## src/rtl/as_gpio_arb.sv

```systemverilog
// Round-robin arbiter between core and debug GPIO writers.
// Drives a registered address/data/cs burst for HOLD_CYC cycles per grant.
module as_gpio_arb #(
  parameter int NR_GPIOS = 8,
  parameter int ADDR_W   = 8,
  parameter int HOLD_CYC = 2
) (
  input  logic                clk_i,
  input  logic                rst_i,
  input  logic                creq_i,
  input  logic [ADDR_W-1:0]   caddr_i,
  input  logic [NR_GPIOS-1:0] cdata_i,
  output logic                cack_o,
  input  logic                dreq_i,
  input  logic [ADDR_W-1:0]   daddr_i,
  input  logic [NR_GPIOS-1:0] ddata_i,
  output logic                dack_o,
  output logic [NR_GPIOS-1:0] gpio_o,
  output logic [ADDR_W-1:0]   gpioAddr_o,
  output logic                cs_o,
  output logic                busy_o
);

  localparam logic [0:0] IDLE  = 1'b0;
  localparam logic [0:0] DRIVE = 1'b1;

  localparam logic [3:0] HOLD_LD = 4'(HOLD_CYC - 1);

  logic [0:0]          state;
  logic [3:0]          cnt;
  logic                last_d;
  logic                gnt_c;
  logic                gnt_d;
  logic [ADDR_W-1:0]   sel_addr;
  logic [NR_GPIOS-1:0] sel_data;

  // last_d=1 means debug won last, so core wins a tie
  always_comb begin
    gnt_c = creq_i & (~dreq_i | last_d);
    gnt_d = dreq_i & ~gnt_c;
  end

  always_comb begin
    sel_addr = caddr_i;
    sel_data = cdata_i;
    unique case (1'b1)
      gnt_c: begin
        sel_addr = caddr_i;
        sel_data = cdata_i;
      end
      gnt_d: begin
        sel_addr = daddr_i;
        sel_data = ddata_i;
      end
      default: ;
    endcase
  end

  always_ff @(posedge clk_i or posedge rst_i) begin
    if (rst_i) begin
      state      <= IDLE;
      cnt        <= 4'd0;
      last_d     <= 1'b1;
      cack_o     <= 1'b0;
      dack_o     <= 1'b0;
      cs_o       <= 1'b0;
      busy_o     <= 1'b0;
      gpio_o     <= '0;
      gpioAddr_o <= '0;
    end else begin
      cack_o <= 1'b0;
      dack_o <= 1'b0;
      case (state)
        IDLE: begin
          if (gnt_c | gnt_d) begin
            state      <= DRIVE;
            cnt        <= HOLD_LD;
            last_d     <= gnt_d;
            cack_o     <= gnt_c;
            dack_o     <= gnt_d;
            cs_o       <= 1'b1;
            busy_o     <= 1'b1;
            gpio_o     <= sel_data;
            gpioAddr_o <= sel_addr;
          end
        end
        DRIVE: begin
          if (cnt == 4'd0) begin
            state  <= IDLE;
            cs_o   <= 1'b0;
            busy_o <= 1'b0;
          end else begin
            cnt <= cnt - 4'd1;
          end
        end
        default: begin
          state  <= IDLE;
          cs_o   <= 1'b0;
          busy_o <= 1'b0;
        end
      endcase
    end
  end

endmodule

```

## config.mk

```make
export PLATFORM = sky130hd
export DESIGN_NAME = as_gpio_arb
export DESIGN_NICKNAME = d
export VERILOG_FILES = /design/src/rtl/as_gpio_arb.sv
export SDC_FILE = /design/constraint.sdc
export NUM_CORES = 1
export LEC_CHECK = 0
export BUFFER_PORTS_ARGS = -buffer_cell sky130_fd_sc_hd__buf_2
export CAP_MARGIN = 20
export CORE_MARGIN = 5
export CORE_UTILIZATION = 51
export DETAILED_ROUTE_END_ITERATION = 6
export PLACE_DENSITY = 0.84
export SLEW_MARGIN = 10
export SYNTH_ARGS = -nofsm -noshare
export SYNTH_HDL_FRONTEND = slang
export SYNTH_SLANG_ARGS = --single-unit
```

## constraint.sdc

```tcl
create_clock -name clk_i -period 2.3 [get_ports clk_i]
set_clock_uncertainty 0.2 [all_clocks]
set_input_delay 0 -clock clk_i [delete_from_list [all_inputs] [get_ports clk_i]]
set_output_delay 0 -clock clk_i [all_outputs]
set_load 0.05 [all_outputs]
```

Yosys cells after proc, flatten, opt, wreduce, memory -nomap -nowiden
Index checks and enable logic that the tools add are counted.
{"block": "totals", "wordCells": 38, "inputBits": 36, "regBits": 25, "out_inout_bits": 20}
{"block": "classes", "bitwise": 7, "n_reduce_logical": 4, "eq_ne": 3, "n_addsub": 1, "n_mux": 15}
{"cell": "$mux 8", "count": 2}
{"cell": "$mux 1", "count": 8}
{"cell": "$mux 4", "count": 2}
{"cell": "$pmux 4 s2", "count": 1}
{"cell": "$reduce_and 2->1", "count": 3}
{"cell": "$logic_not 4->1", "count": 1}
{"cell": "$ne 2x2->1 const B", "count": 2}
{"cell": "$pmux 1 s2", "count": 2}
{"cell": "$sub 4x1->4 const B", "count": 1}
{"cell": "$not 1->1", "count": 3}
{"cell": "$and 1x1->1", "count": 2}
{"cell": "$ne 2x1->1 const B", "count": 1}
{"cell": "$or 1x1->1", "count": 2}

Depth between registers and ports, before layout
Gate-level depths: netlist (run 1).
{"block": "logic_depth", "depth_word": 8, "depth_mapped": 6, "mapped_depth_nobuf": 5}

Worst setup path before layout (run 1)
OpenSTA, ideal clock, no wires.
{"block": "synth_path", "path_kind": "reg-to-reg", "startpoint": "register cnt[0]", "endpoint": "register cnt[0]", "path_stages_with_launch": 6, "setup_ps": 125, "arrival_time_ps": 1145, "n_path_buf": 0, "t_required_ps": 1975, "synth_period_minus_slack_ps": 1470, "setup_slack_ps": 830, "cell_sequence": "dfrtp_1 > inv_1 > ha_1 > and4bb_2 > nor2_1 > mux2_2"}
{"block": "synth_via", "elab_chain_cells": 3, "word_cells_on_any_way": 6, "classes_between": "add/sub (1); eq/ne (1); mux (2); reduce/logical (2)"}
{"element": "start, declared", "line_no": "30", "source": "logic [3:0] cnt;"}
{"element": "start signal, assigned", "line_no": "93", "source": "cnt <= cnt - 4'd1;"}
{"element": "$sub 4x1->4 or $logic_not 4->1 (tied branches)", "line_no": "93, 88"}
{"element": "$mux 4 or $ne 2x2->1 (tied branches)"}
{"element": "$pmux 4 s2 or $reduce_and 2->1 (tied branches)"}
Several ways; a longest one is shown, not always the timed one. The select of a mux whose other input is x is not followed.
A chain may end at the register's enable or synchronous reset.

Worst setup path after layout (run 1)
{"block": "layout_path", "startpoint": "register last_d", "endpoint": "register gpioAddr_o[2]"}
{"block": "layout_via", "elab_chain_cells": 6, "word_cells_on_any_way": 7, "classes_between": "mux (1); bitwise (5); reduce/logical (1)"}
{"element": "start, declared", "line_no": "31", "source": "logic last_d;"}
{"element": "start signal, assigned", "line_no": "78", "source": "last_d <= gnt_d;"}
{"element": "$or 1x1->1 (*)", "line_no": "39", "source": "gnt_c = creq_i & (~dreq_i | last_d);"}
{"element": "$and 1x1->1 (*)", "line_no": "39"}
{"element": "$not 1->1", "line_no": "40", "source": "gnt_d = dreq_i & ~gnt_c;"}
{"element": "$and 1x1->1", "line_no": "40"}
{"element": "$or 1x1->1", "line_no": "75", "source": "if (gnt_c | gnt_d) begin"}
{"element": "$reduce_and 2->1 (no source line)"}
{"element": "end signal, assigned", "line_no": "84", "source": "gpioAddr_o <= sel_addr;"}
{"element": "end, declared", "line_no": "19", "source": "output logic [ADDR_W-1:0] gpioAddr_o,"}
Mark *: on every way between the ends. The rest lies on a longest branch, timed or not.

==> results of run 1 <==
==> worst max-delay path by stage <==
stage | startpoint | endpoint | slack [ns] | depth (start not counted)
floorplan | cnt[0] | cnt[0] | 0.83 | 5
global placement | last_d | gpioAddr_o[0] | 0.62 | 3
detailed placement | last_d | gpioAddr_o[0] | 0.55 | 3
CTS | last_d | gpioAddr_o[2] | 0.02 | 4
global route | state | gpio_o[5] | 0.06 | 5
finish | last_d | gpioAddr_o[2] | 0.15 | 4
==> cells by family after synthesis <==
group                      count (synthesis)  synth area share (%)
and+or+nand+nor                           66                  23.0
DFF                                       25                  46.3
AOI/OAI and AO/OA                         24                  17.9
buffers and inverters                     12                  10.2
adders and majority gates                  2                  1.85
muxes                                      1                 0.831
==> cell type report <==
class / count / share of cell area (%)
Clock buffer: 4 / 1.30
Multi-Input combinational cell: 93 / 29.3
Sequential cell: 25 / 31.1
Tap cell: 30 / 1.86
Timing Repair Buffer: 98 / 35.9
Inverter: 3 / 0.558
==> placed cells by master, fill, tap and decap left out, types with 2 or more instances in the layout <==
cell type and instances:
dlygate4sd3_1 41, ha_1 2, nand2_1 26, nor2_1 19, o21ai_0 3, buf_2 55, nor2_2 3, inv_1 3
a31oi_2 12, nand2b_1 2, dfrtp_1 24, nand2_2 8, a31oi_1 4, nor2b_1 2, clkbuf_4 3
==> flip-flops by register name, summed over array words and instances (netlist names) <==
signal,flops
gpio_o,8
last_d,1
cack_o,1
dack_o,1
state,1
gpioAddr_o,8
cnt,4
busy_o,1
==> metal layers <==
| metal | vias up | global-route usage, % | share of wire [%] |
|---|---|---|---|
| met5 | - | 0 | 0 |
| met4 | 0 | 9.39 | 2.8 |
| met3 | 12 | 4.19 | 5.9 |
| met2 | 50 | 41.6 | 54 |
| met1 | 641 | 21.9 | 37 |
| li1 | 622 | - | - |
==> power by group <==
group	total, mW	internal [mW]	switching [mW]
clock network	0.200	0.0677	0.133
registers	0.812	0.656	0.156
logic	1.73	0.645	1.09
total	2.75	1.37	1.38
==> worst max-delay path: cells and delay by family (launching register included) <==
kind            cells  cell delay [ns]
compound gates      2             0.59
simple gates        1             0.12
flops               1             0.60
buf+inv             1             0.58
==> repair_timing <==
action | 4_1_cts | 5_1_grt
hold endpoints to repair | 46 | 3
resized for setup | 0 | 2
setup endpoints to repair | 0 | 12
hold buffers | 40 | 1
==> results.sh, run 1 <==
export IMPL_yosys_top_cells_count="nand2_1, dfrtp_1, nor2_1"
export IMPL_tightest_slew_ns=0.445
export IMPL_fillers=124
export IMPL_crit_fanout=17
export IMPL_coreArea_um2=2500
export IMPL_syn_to_final_growth_pct=48.8
export IMPL_fin_util_pct=80.7
export IMPL_crit_type="reg -> reg"
export IMPL_synth_async_reset_ratio_pct=100
export IMPL_cts_setup_buffers=0
export IMPL_grt_pass1_vias=1364
export IMPL_powerDensity_nw_per_um2=1360
export IMPL_drv_slew=0
export IMPL_ys_flop_type="dfrtp_1"
export IMPL_reg2reg_from="last_d"
export IMPL_synth_edf_count=0
export IMPL_yosysWarnings=0
export IMPL_multiInputGateArea_um2=591
export IMPL_maxCapViolCount=0
export IMPL_numCtsBuffers=3
export IMPL_p_leak_nw=0.915
export IMPL_drt_iter0_drc=55
export IMPL_max_freq_mhz=465
export IMPL_die_x_um=61.5
export IMPL_place_congestion=0.750
export IMPL_grt_antenna_before_repair=0
export IMPL_grt_max_degree=35
export IMPL_cp_data_required_time_ns=2.35
export IMPL_seq_area_um2=627
export IMPL_overflow=0
export IMPL_cts_tree="built"
export IMPL_final_antenna_net_count=0
export IMPL_antenna_cells=0
export IMPL_yosysSeqAreaShare_pct=46.3
export IMPL_hold_path_class="in -> reg"
export IMPL_yosysMostFrequentCell="nand2_1"
export IMPL_grt_pass1_wl_um=6000
export IMPL_fin_crit_ns=2.15
export IMPL_peakVddDrop_v=0.000926
export IMPL_grtUsageTotal_pct=21.5
export IMPL_die_y_um=61.5
export IMPL_drc=0
export IMPL_synth_cell_types=29
export IMPL_critPathMaxStageDelay_ns=0.60
export IMPL_synth_avg_cell_area_um2=10.4
export IMPL_finalCritPeriodShare_pct=93.5
export IMPL_wirelength_um=3880
export IMPL_dp_hpwl_um=2160
export IMPL_post_place_ws_ns=0.554
export IMPL_core_rowCount=18
export IMPL_slowest_stage="dfstp_2"
export IMPL_min_path_cells=4
export IMPL_synth_seq_cells=25
export IMPL_crit_chain="a21bo_2, nand2_1, a31oi_2, dlygate4sd3_1"
export IMPL_drive_gt1_share_pct=39.9
export IMPL_placed_area_um2=1550
export IMPL_worstSetupEndpointType="flop"
export IMPL_firstDrtPassIters=4
export IMPL_dieArea_um2=3790
export IMPL_setup_slack_ns=0.150
export IMPL_num_vias=1325
export IMPL_arrival_ns=2.20
export IMPL_setup_violations=0
export IMPL_ff2ff_path_depth=4
export IMPL_rrSetupSlack_ns=0.15
export IMPL_vias_per_cell=5.24
export IMPL_holdPathEnd="gpioAddr_o[7]"
export IMPL_hold_viol_final=0
export IMPL_numPortBuffers=55
export IMPL_clk_pin_slew_worst_paths_ns=0.15
export IMPL_whs_ns=0.293
export IMPL_holdCritStartpoint="daddr_i[7]"
export IMPL_synthCells=130
export IMPL_fin_area_um2=2020
export IMPL_htreeDepth=1
export IMPL_syn_cell_area_um2=1360
export IMPL_nets=262
export IMPL_netlist_top_cells_area="dfrtp_1, a31oi_2, nand2_1"
export IMPL_synth_top_area_share_pct=44.3
export IMPL_avgRoutedWirePerCell_um=15.3
export IMPL_pin_count=56
export IMPL_timing_rr_end="gpioAddr_o[2]"
export IMPL_slew_headroom_pct=70.2
export IMPL_rsz0062_at_grt="false"
export IMPL_synth_nets=168
export IMPL_cts_sinks=25
export IMPL_yosysTopAreaCell="dfrtp_1"
export IMPL_initial_core_util_pct=54.2
export IMPL_startpoint_type="flop"
export IMPL_cts_buffer_depth=2
export IMPL_ctsRootBufferMaster="clkbuf_4"
export IMPL_finalSetupTns_ns=0
export IMPL_outcome="completed"
export IMPL_insertion_delay_ns=0.32
export IMPL_placedCellCount=207
export IMPL_power_mw=2.75
export IMPL_stdcell_count=253
Note: power is estimated with default switching activity, not from simulation.
==> run 2: changes to the inputs <==
--- a/config.mk
+++ b/config.mk
@@ -7,8 +7,8 @@
 export LEC_CHECK = 0
 export BUFFER_PORTS_ARGS = -buffer_cell sky130_fd_sc_hd__buf_2
 export CAP_MARGIN = 20
-export CORE_MARGIN = 5
 export CORE_UTILIZATION = 51
+export CTS_BUF_LIST = sky130_fd_sc_hd__clkbuf_16
 export DETAILED_ROUTE_END_ITERATION = 6
 export PLACE_DENSITY = 0.84
 export SLEW_MARGIN = 10
==> run 2 against run 1 <==
  * Sequential power is 0.5% higher
  * Register-to-register slack worse by 0.05 ns
  * First-iteration DRC count is 75% lower
  * Clock-buffer cell count is 1 lower
  * Combinational power hardly changed
  * Non-clock buffer count is 5 lower
  * Largest cell class unchanged
  * Sequential share of layout area is 0.27 points higher
  * Die area is 24% lower
  * Global-route usage is 6.3 points higher
==> results.sh, run 2 (synthesis gave the netlist of run 1 again) <==
export IMPL_grt_pass1_wl_um=5620
export IMPL_placedCellCount=208
export IMPL_finalSetupTns_ns=0
export IMPL_grt_antenna_before_repair=0
export IMPL_slew_headroom_pct=68.1
export IMPL_clk_pin_slew_worst_paths_ns=0.06
export IMPL_hold_path_class="in -> async"
export IMPL_endpoint="gpio_o[0]"
export IMPL_layout_commonest_cell="buf_2"
export IMPL_overflow=0
export IMPL_syn_to_final_growth_pct=47.6
export IMPL_swShare_pct=47.8
export IMPL_power_frac_seq_pct=27.7
export IMPL_grtUsageTotal_pct=27.8
export IMPL_grt_pass1_vias=1306
export IMPL_crit_type="reg -> reg"
export IMPL_numCtsBuffers=3
export IMPL_post_place_ws_ns=0.568
export IMPL_intPower_mw=1.54
export IMPL_grt_max_degree=34
export IMPL_firstDrtPassIters=4
export IMPL_nets=257
export IMPL_rrSetupSlack_ns=0.11
export IMPL_finalCritPeriodShare_pct=95.4
export IMPL_num_vias=1293
export IMPL_p_sw_mw=1.41
export IMPL_rsz0062_at_grt="false"
export IMPL_timing_rr_end="gpio_o[0]"
export IMPL_maxCapViolCount=0
export IMPL_cts_tree="built"
export IMPL_ff2ff_path_depth=5
export IMPL_place_congestion=0.730
export IMPL_reg_top3="gpioAddr_o: 8 flops, gpio_o: 8 flops, cnt: 4 flops"
export IMPL_setup_violations=0
export IMPL_cts_sinks=25
export IMPL_pin_count=56
export IMPL_cp_startpoint="state"
export IMPL_arrival_ns=2.19
export IMPL_insertion_delay_ns=0.26
export IMPL_core_rowCount=18
export IMPL_p_comb_share_pct=59.2
export IMPL_vias_per_cell=5.21
export IMPL_tightest_slew_ns=0.478
export IMPL_startpoint_type="flop"
export IMPL_fin_util_pct=80.0
export IMPL_coreArea_um2=2500
export IMPL_wirelength_um=3820
export IMPL_peakVddDrop_v=0.00122
export IMPL_drive_gt1_share_pct=40.8
export IMPL_reg2reg_from="state"
export IMPL_drv_slew=0
export IMPL_p_leak_nw=0.920
export IMPL_stdcell_count=248
export IMPL_cts_buffer_depth=2
export IMPL_setup_slack_ns=0.105
export IMPL_power_share_clock_pct=13.0
export IMPL_dp_hpwl_um=1980
export IMPL_crit_fanout=33
export IMPL_hold_viol_final=0
export IMPL_numPortBuffers=55
export IMPL_whs_ns=0.131
export IMPL_drt_iter0_drc=14
export IMPL_cp_data_required_time_ns=2.29
export IMPL_ctsRootBufferMaster="clkbuf_16"
export IMPL_initial_core_util_pct=54.2
export IMPL_final_cell_mix="buf_2, dlygate4sd3_1, nand2_1"
export IMPL_outcome="completed"
export IMPL_fin_crit_ns=2.19
export IMPL_worstSetupEndpointType="flop"
export IMPL_final_antenna_net_count=0
export IMPL_max_freq_mhz=456
export IMPL_die_x_um=53.5
export IMPL_htreeDepth=1
export IMPL_drc=0
export IMPL_antenna_cells=0
export IMPL_die_y_um=53.5
export IMPL_avgRoutedWirePerCell_um=15.4
export IMPL_dieArea_um2=2870
export IMPL_powerDensity_nw_per_um2=1470
[run 2: changes by cell type in the layout (fill, tap and decap cells not counted), sizes merged]
cell,previous run,this run
dlygate4sd3,41,36
clkbuf,4,3
inv,3,4
[run 2: worst min path at each step]
stage,from,end,slack [ns],depth (start not counted)
final,rst_i,gpio_o[7],0.13,4
after global placement,rst_i,dack_o,-0.14,3
after detailed placement,rst_i,gpio_o[7],-0.13,3
after global routing,rst_i,gpio_o[7],0.20,4
after floorplan,rst_i,busy_o,-0.17,1
after CTS,rst_i,gpio_o[7],0.15,4
[run 2: through the flow]
step | total power [mW] | instance area [um^2]
6_report | 2.95 | 2000
5_1_grt | 3.09 | 2000
4_1_cts | 2.88 | 2000
3_5_place_dp | 2.24 | 1560
3_3_place_gp | 2.19 | 1560
2_1_floorplan | 2.05 | 1360
[run 2: layer usage]
layer | part of all wire, % | vias up | GRT usage (%)
met1 | 41 | 632 | 30.3
met4 | 2.4 | 0 | 12.7
met5 | 0 | - | 0
li1 | - | 608 | -
met2 | 52 | 41 | 49.4
met3 | 4.6 | 12 | 7.91
[run 2: worst max-delay path: stages (launching register included)]
cell	delay, ns
dfrtp_1	0.49
o21ba_1	0.30
buf_6	0.29
nor2_1	0.11
a31oi_2	0.15
dlygate4sd3_1	0.57
[run 2: timing repair]
action                     in CTS  in global routing
hold buffers                   36                  0
setup endpoints to repair       0                 12
buffers inserted                0                  0
gates resized for setup         0                  2
hold endpoints to repair       47                  0
[run 2: layout make-up]
class / instances / area, um^2
clock buffer: 3 / 75.1
timing repair buffer: 93 / 654
clock inverter: 1 / 3.75
multi-input combinational: 93 / 591
fill: 128 / 500
inverter: 3 / 11.3
sequential: 25 / 627
tap: 30 / 37.5
[run 2: power groups by stage]
stage | logic, mW | registers (mW) | clock network, mW
2_1_floorplan | 0.729 | 1.32 | 0
3_3_place_gp | 1.39 | 0.794 | 0
3_5_place_dp | 1.44 | 0.809 | 0
4_1_cts | 1.69 | 0.802 | 0.384
5_1_grt | 1.84 | 0.845 | 0.403
6_report | 1.75 | 0.816 | 0.384
==> run 3: changes to the inputs <==
--- a/config.mk
+++ b/config.mk
@@ -7,10 +7,13 @@
 export LEC_CHECK = 0
 export BUFFER_PORTS_ARGS = -buffer_cell sky130_fd_sc_hd__buf_2
 export CAP_MARGIN = 20
+export CORE_ASPECT_RATIO = 0.6
+export CORE_MARGIN = 1
 export CORE_UTILIZATION = 51
 export CTS_BUF_LIST = sky130_fd_sc_hd__clkbuf_16
 export DETAILED_ROUTE_END_ITERATION = 6
 export PLACE_DENSITY = 0.84
+export RECOVER_POWER = 50
 export SLEW_MARGIN = 10
 export SYNTH_ARGS = -nofsm -noshare
 export SYNTH_HDL_FRONTEND = slang
==> run 3 against run 2 <==
  * The flow now finishes with violations (hold timing)
  * Sequential share of layout area barely moved
  * Maximum frequency rose by 0.43%
  * Clock-buffer cell count did not move
  * Sequential cell count did not move
  * Power fell by 5.8%
  * Cell count rose by 0.81%
  * Register-to-register slack barely moved
  * Setup slack improved by 0.0094 ns
  * Largest cell class unchanged
==> results.sh, run 3 (synthesis gave the netlist of run 1 again) <==
export IMPL_hold_viol_final=3
export IMPL_slowest_stage="dlygate4sd3_1"
export IMPL_grt_pass1_wl_um=6000
export IMPL_initial_core_util_pct=54.1
export IMPL_fin_util_pct=79.9
export IMPL_grt_pass1_vias=1381
export IMPL_firstDrtPassIters=4
export IMPL_crit_fanout=24
export IMPL_cp_top_family="buffers and inverters"
export IMPL_final_antenna_net_count=0
export IMPL_die_y_um=41.9
export IMPL_multiInputGateArea_um2=597
export IMPL_numCtsBuffers=3
export IMPL_cts_tree="built"
export IMPL_max_freq_mhz=458
export IMPL_crit_type="reg -> reg"
export IMPL_worstSetupEndpointType="flop"
export IMPL_hold_path_class="in -> async"
export IMPL_antenna_cells=0
export IMPL_slew_headroom_pct=18.8
export IMPL_setup_violations=0
export IMPL_violations="hold timing"
export IMPL_cp_num_buf_inv=2
export IMPL_die_x_um=68.5
export IMPL_post_place_ws_ns=0.465
export IMPL_tightest_slew_ns=1.22
export IMPL_cp_data_required_time_ns=2.29
export IMPL_grt_antenna_before_repair=0
export IMPL_finalCritPeriodShare_pct=95.0
export IMPL_arrival_ns=2.17
export IMPL_whs_ns=-0.0265
export IMPL_crit_chain="o21ba_4, buf_12, nor2_1, a31oi_2, dlygate4sd3_1"
export IMPL_vias_per_cell=5.11
export IMPL_core_rowCount=14
export IMPL_cts_buffer_depth=2
export IMPL_layout_commonest_cell="buf_2"
export IMPL_place_congestion=0.755
export IMPL_ctsRootBufferMaster="clkbuf_16"
export IMPL_fin_crit_ns=2.19
export IMPL_grt_max_degree=26
export IMPL_drive_gt1_share_pct=36.2
export IMPL_peakVddDrop_v=0.000809
export IMPL_clk_pin_slew_worst_paths_ns=0.06
export IMPL_wirelength_um=3710
export IMPL_rrSetupSlack_ns=0.11
export IMPL_num_vias=1278
export IMPL_startpoint_type="flop"
export IMPL_drt_iter0_drc=68
export IMPL_drv_slew=0
export IMPL_htreeDepth=1
export IMPL_avgRoutedWirePerCell_um=14.9
export IMPL_cts_setup_buffers=0
export IMPL_rsz0062_at_grt="false"
export IMPL_finalSetupTns_ns=0
export IMPL_reg2reg_from="state"
export IMPL_dp_hpwl_um=2190
export IMPL_drc=0
export IMPL_setup_slack_ns=0.115
export IMPL_timing_rr_end="gpio_o[1]"
export IMPL_critPathMaxStageDelay_ns=0.60
export IMPL_insertion_delay_ns=0.26
export IMPL_numPortBuffers=55
export IMPL_coreArea_um2=2500
export IMPL_grtUsageTotal_pct=29.1
export IMPL_syn_to_final_growth_pct=47.6
export IMPL_nets=257
export IMPL_maxCapViolCount=0
export IMPL_pin_count=56
export IMPL_outcome="complete, but fails checks"
export IMPL_overflow=0
export IMPL_final_cell_mix="buf_2, dlygate4sd3_1, nand2_1"
export IMPL_fillers=162
export IMPL_cts_sinks=25
export IMPL_p_leak_nw=0.892
export IMPL_powerDensity_nw_per_um2=1390
export IMPL_ff2ff_path_depth=5
export IMPL_dieArea_um2=2870
export IMPL_reg_top3="gpioAddr_o: 8 flops, gpio_o: 8 flops, cnt: 4 flops"
export IMPL_seq_area_um2=627
[run 3: layout make-up]
type	instances	share of cell area, %
Timing Repair Buffer	93	32.3
Multi-Input combinational cell	93	29.8
Sequential cell	25	31.3
Tap cell	32	2.00
Inverter	3	0.563
Clock inverter	1	0.188
Clock buffer	3	3.75
[run 3: power breakdown]
group,internal (mW),switching [mW],total (mW),leakage [nW]
Combinational,0.510,1.06,1.57,0.564
Clock,0.232,0.149,0.381,0.0423
Sequential,0.659,0.164,0.823,0.286
[run 3: metal layers]
layer	global-route usage (%)	share of wire [%]
met4	13.8	4.4
met2	52.7	52
met3	7.69	5.2
met1	30.6	39
met5	0	0
[run 3: how the worst max path moves through the flow]
stage	cells past startpoint	endpoint	slack, ns	from
after floorplan	5	cnt[0]	0.83	cnt[0]
after global placement	3	gpioAddr_o[1]	0.56	last_d
after detailed placement	3	gpioAddr_o[4]	0.47	last_d
after CTS	5	gpio_o[5]	0.02	state
after global routing	4	gpio_o[1]	0.04	last_d
final	5	gpio_o[1]	0.11	state
[run 3: worst min-delay path, cell delays in order]
cell	delay (ns)
dlygate4sd3_1	0.54
buf_2	0.12
inv_1	0.12
[run 3: timing repair]
item / 4_1_cts / 5_1_grt
setup endpoints to repair: 0 / 3
gates resized for setup: 0 / 3
hold endpoints to repair: 44 / 0
hold buffers: 36 / 0
[run 3: metrics by stage]
step	instance area (um^2)	cells	power, mW
after global routing	2000	250	2.93
after detailed placement	1560	209	2.28
after CTS	2000	249	2.76
final	2000	250	2.78
after floorplan	1360	130	2.05
after global placement	1560	209	2.21
